`config.mk`:
```
export PLATFORM = sky130hd
export DESIGN_NAME = fifo_wr_arbiter
export DESIGN_NICKNAME = d
export VERILOG_FILES = /design/src/rtl/fifo_wr_arbiter.sv
export SDC_FILE = /design/constraint.sdc
export NUM_CORES = 1
export LEC_CHECK = 0
export ABC_AREA = 1
export CAP_MARGIN = 30
export CORE_MARGIN = 2
export CORE_UTILIZATION = 43
export DETAILED_ROUTE_END_ITERATION = 10
export PLACE_DENSITY = 0.86
export SETUP_SLACK_MARGIN = 0.4
export SYNTH_ARGS = -nofsm -noshare
export SYNTH_HDL_FRONTEND = slang
export SYNTH_SLANG_ARGS = --single-unit
```
`constraint.sdc`:
```
create_clock -name clk -period 3.26 [get_ports clk]
set_clock_uncertainty 0.05 [all_clocks]
set_input_delay 0.652 -clock clk [delete_from_list [all_inputs] [get_ports clk]]
set_output_delay 0.652 -clock clk [all_outputs]
set_load 0.02 [all_outputs]
```
`src/rtl/fifo_wr_arbiter.sv`:
```
// Round-robin, packet-locking arbiter for the write (enq) port of a synchronous FIFO.
// Optional idle-owner forced release is enabled by defining FIFO_ARB_TIMEOUT_EN.
module fifo_wr_arbiter #(
  parameter int N_REQ   = 4,
  parameter int F_WIDTH = 8,
  parameter int PTR_W   = $clog2(N_REQ),
  parameter int TIMEOUT = 16
) (
  input  logic                       clk,
  input  logic                       rst,
  input  logic [N_REQ-1:0]           req_valid,
  input  logic [N_REQ-1:0]           req_last,
  input  logic [N_REQ*F_WIDTH-1:0]   req_data,
  output logic [N_REQ-1:0]           req_ready,
  output logic [F_WIDTH-1:0]         fifo_din,
  output logic                       fifo_enq,
  input  logic                       fifo_full,
  output logic [N_REQ-1:0]           grant,
  output logic                       busy,
  output logic                       err_timeout
);

  typedef enum logic {IDLE, LOCKED} state_e;

  state_e           state_q;
  logic [PTR_W-1:0] rr_ptr_q;
  logic [PTR_W-1:0] owner_q;

  logic             cand_found;
  logic [PTR_W-1:0] cand_idx;
  logic             serve_on;
  logic [PTR_W-1:0] serve_idx;
  logic             accept;

  function automatic logic [PTR_W-1:0] wrap_inc(input logic [PTR_W-1:0] p);
    return (int'(p) == N_REQ - 1) ? '0 : p + 1'b1;
  endfunction

  // Cyclic search from rr_ptr; iterating from the far end lets the nearest hit win.
  always_comb begin
    logic [PTR_W-1:0] sel;
    // NOTE: every output of a combinational block gets a default first so no path leaves it unassigned (no latch).
    cand_found = 1'b0;
    cand_idx   = '0;
    for (int k = N_REQ - 1; k >= 0; k--) begin
      sel = PTR_W'((int'(rr_ptr_q) + k) % N_REQ);
      if (req_valid[sel]) begin
        cand_found = 1'b1;
        cand_idx   = sel;
      end
    end
  end

  assign serve_on  = (state_q == LOCKED) || cand_found;
  assign serve_idx = (state_q == LOCKED) ? owner_q : cand_idx;
  assign accept    = rst && serve_on && !fifo_full && req_valid[serve_idx];

  // Outputs are forced low while reset is held, independent of the inputs.
  always_comb begin
    grant     = '0;
    req_ready = '0;
    fifo_enq  = 1'b0;
    fifo_din  = '0;
    busy      = 1'b0;
    if (rst) begin
      if (serve_on) begin
        grant[serve_idx]     = 1'b1;
        req_ready[serve_idx] = !fifo_full;
      end
      fifo_enq = accept;
      if (accept) fifo_din = req_data[int'(serve_idx)*F_WIDTH +: F_WIDTH];
      busy = (state_q == LOCKED);
    end
  end

`ifdef FIFO_ARB_TIMEOUT_EN
  localparam int CNT_W = $clog2(TIMEOUT + 1);
  logic [CNT_W-1:0] idle_cnt_q;
  logic             err_q;
  assign err_timeout = err_q;
`else
  assign err_timeout = 1'b0;
`endif

  always_ff @(posedge clk or negedge rst) begin
    if (!rst) begin
      // NOTE: sequential state uses non-blocking assignments so every register samples pre-edge values.
      state_q    <= IDLE;
      rr_ptr_q   <= '0;
      owner_q    <= '0;
`ifdef FIFO_ARB_TIMEOUT_EN
      idle_cnt_q <= '0;
      err_q      <= 1'b0;
`endif
    end else begin
`ifdef FIFO_ARB_TIMEOUT_EN
      err_q <= 1'b0;
`endif
      case (state_q)
        IDLE: begin
          if (accept) begin
            if (req_last[cand_idx]) begin
              rr_ptr_q <= wrap_inc(cand_idx);
            end else begin
              state_q <= LOCKED;
              owner_q <= cand_idx;
`ifdef FIFO_ARB_TIMEOUT_EN
              idle_cnt_q <= '0;
`endif
            end
          end
        end
        LOCKED: begin
          if (accept && req_last[owner_q]) begin
            state_q  <= IDLE;
            rr_ptr_q <= wrap_inc(owner_q);
          end
`ifdef FIFO_ARB_TIMEOUT_EN
          // Release on the edge that completes TIMEOUT consecutive owner-idle cycles.
          if (req_valid[owner_q]) begin
            idle_cnt_q <= '0;
          end else if (idle_cnt_q == CNT_W'(TIMEOUT - 1)) begin
            idle_cnt_q <= '0;
            state_q    <= IDLE;
            rr_ptr_q   <= wrap_inc(owner_q);
            err_q      <= 1'b1;
          end else begin
            idle_cnt_q <= idle_cnt_q + 1'b1;
          end
`endif
        end
        default: state_q <= IDLE;
      endcase
    end
  end

endmodule

```
==> metrics <==
outcome finished, final reports clean; layout cells sized above 1 between 50% and 60%; largest net degree at the start of global routing 9; Pins Over Slew Limit 0; Clock power frac around 2.2%; initial antenna violation count 0; # clock sinks 5; Mapped Cells between 200 and 250; CP Max Fanout 6; total number of vias 1937; vias in the first global route between 1500 and 2000; Die ar. 3190 sq um; GR Overflow Total 0; switch share 59.3%; die width 56.5 microns; Logic pwr share 92.9%; WP data arrival 2.51 ns; CP startpoint req_valid[1]; Post-DP HPWL 2.83 mm; ant diodes 0; fin crit period roughly 3.2 ns; # DRC 0; mean area per synthesized cell ~6 sq um; Post-Route WL between 6 and 7 mm; Max H-tree Level 1; share of power burned in registers between 4 and 5%; Final Net Count 346; Main synth FF type dfrtp_1; Setup TNS 0 ns; first-pass GRT wire length 8.52 mm; critical path startpoint category input port; peak supply drop roughly 1.2 mV; internal power around 1.3 mW; cts hold-fix bufs 0; Total Power 3.23 mW; Cell Area, Synth 1180 sq um; clk root buf clkbuf_4; Async S/R FF share, synth 100%; Synth top cells by count nand2_1 (85), nor2_1 (20), inv_1 (16), nand2_2 (11), nand3_1 (11); crit path capture type output pin; crit path to fifo_din[6]; share of the synthesized area in the top cell type 26.9%; endpoints failing setup 0; Reg clk slew, reported paths ~0.040 ns; # IOs 62; Core Region 2690 sq um; Critical Path RT about 2.6 ns; pwr dens 1310 nW/um^2; Port Buf Inserts 60; Peak Freq 0.311 GHz; R2R Setup Slk 0.82 ns; Max Root-Sink Buffers 2; most common cell in the synthesized netlist nand2_1; utilization after layout 92.0%; Leakage roughly 1.2 nW; max cap viols 0; post-synthesis cell type count 28; Tcrit/Tclk final 98.5%; RSZ-0062 raised after global routing true; Placement Setup Slack -0.527 ns; min-delay worst type flop to flop; Worst Setup Path Type input port to output pin; RR Endpoint rr_ptr_q[0]; Site Rows 19; #FFs+latches synth 5; starting DRC count in detailed routing ~160; Synth area leader nand2_1; Sw Pwr 1.91 mW; CTS tree yes; final worst setup slack 0.0482 ns; Vias per Instance 5.83; sequential share of the synthesized area 10.6%; Post-Syn Nets 246; drt wl/cell 19.5 microns; R2R Path Start rr_ptr_q[0]; number of synthesized flops with an enable pin 0; GRT Util Overall about a third; die height 56.5 microns; path depth of the worst reg2reg path 17; clk_lat worst skew between 0.2 and 0.25 ns; Hold Slack between 0.5 and 0.6 ns; GP Congestion 0.932; Pre-antenna DRT Iters 7; TritonCTS buffer count 3; Routed Antenna Nets 0; top post-synthesis cells by area nand2_1 (27%), dfrtp_1 (11%), nor2_1 (6.3%); Initial Util between 40% and 50%; Ys Warns 0; final hold vios 0; area delta synth->final 109%
## what timing repair did
action | CTS | global route
resized for setup | 166 | 51
setup endpoints to repair | 17 | 17
pin swaps | 48 | 27
gates cloned | 4 | 0
buffers inserted | 11 | 5
## sequential cells by signal, summed over array words and instances (netlist names)
name and flops:
owner_q 2, rr_ptr_q 2, state_q 1
## how the worst min path moves through the flow
| stage | slack (ns) | cells past startpoint | start | end |
|---|---|---|---|---|
| 6_report | 0.53 | 2 | owner_q[1] | owner_q[1] |
| 3_3_place_gp | 0.49 | 2 | owner_q[1] | owner_q[1] |
| 2_1_floorplan | 0.31 | 0 | rst | owner_q[0] |
| 3_5_place_dp | 0.50 | 2 | owner_q[1] | owner_q[1] |
| 5_1_grt | 0.57 | 2 | owner_q[1] | owner_q[1] |
| 4_1_cts | 0.51 | 2 | owner_q[1] | owner_q[1] |
## critical path, stage by stage
cell,delay (ns)
buf_2,0.13
inv_1,0.06
nand2_2,0.13
nand3_1,0.14
nand2_2,0.11
nand3_4,0.10
nand2_4,0.09
nand2_4,0.08
nand3_4,0.09
nand2_8,0.10
nor2_4,0.25
buf_6,0.15
nand2_1,0.06
nand2_1,0.09
nor2_2,0.06
nor2_4,0.09
buf_6,0.13
## power groups by stage
| stage | sequential, mW | clock (mW) | combinational [mW] |
|---|---|---|---|
| after detailed placement | 0.140 | 0 | 1.87 |
| final | 0.157 | 0.0714 | 3.00 |
| after floorplan | 0.111 | 0 | 1.34 |
| after CTS | 0.146 | 0.0720 | 2.45 |
| after global routing | 0.159 | 0.0800 | 3.13 |
| after global placement | 0.140 | 0 | 1.84 |
## kinds of logic (layout without fill, tap and decap cells)
group,count (synthesis),count (layout),share of synthesized area [%]
AND/OR/NAND/NOR,162,166,72.7
buffers and inverters,24,119,9.82
AO/OA/AOI/OAI,9,9,5.60
flip-flops,5,5,10.6
adder cells (fa/ha/maj),1,1,1.06
other,1,1,0.316
## through the flow
step	std cells	area [sq um]
final	332	2470
after global routing	332	2470
after floorplan	202	1180
after CTS	327	2250
after global placement	308	1950
after detailed placement	308	1950
## area by class of cell
| type | count | area [sq um] |
|---|---|---|
| multi-input cells | 177 | 1300 |
| flip-flops and latches | 5 | 128 |
| fillers | 107 | 214 |
| clock buffers | 4 | 26.3 |
| repair buffers | 94 | 871 |
| inverters | 21 | 106 |
| well taps | 31 | 38.8 |
## cells in the final DEF (no fill, tap or decap), types with 3 or more instances in the layout
cell type	synthesis	final
nand2_1	85	54
clkdlybuf4s50_1	0	39
buf_4	1	31
nand2_2	11	30
buf_6	1	18
nor2_4	2	17
nand2_4	4	16
inv_1	16	11
nor2_2	9	9
nor2_1	20	8
nand3_1	11	7
inv_2	3	6
nand3_4	1	5
nand3_2	5	5
nand4_1	5	5
buf_2	0	5
nand2_8	3	4
nor3_2	0	4
inv_8	2	3
o21ai_0	4	3
clkbuf_4	0	3
dfrtp_1	5	3
## metal layers
metal  wire (microns)  vias up  GRT usage, %
li1                 -      843             -
met1             2210      907          35.6
met2             3360      149          61.5
met3              589       38          6.68
met4              333        0          16.0
met5                0        -             0
(Power assumes the default switching activity.)
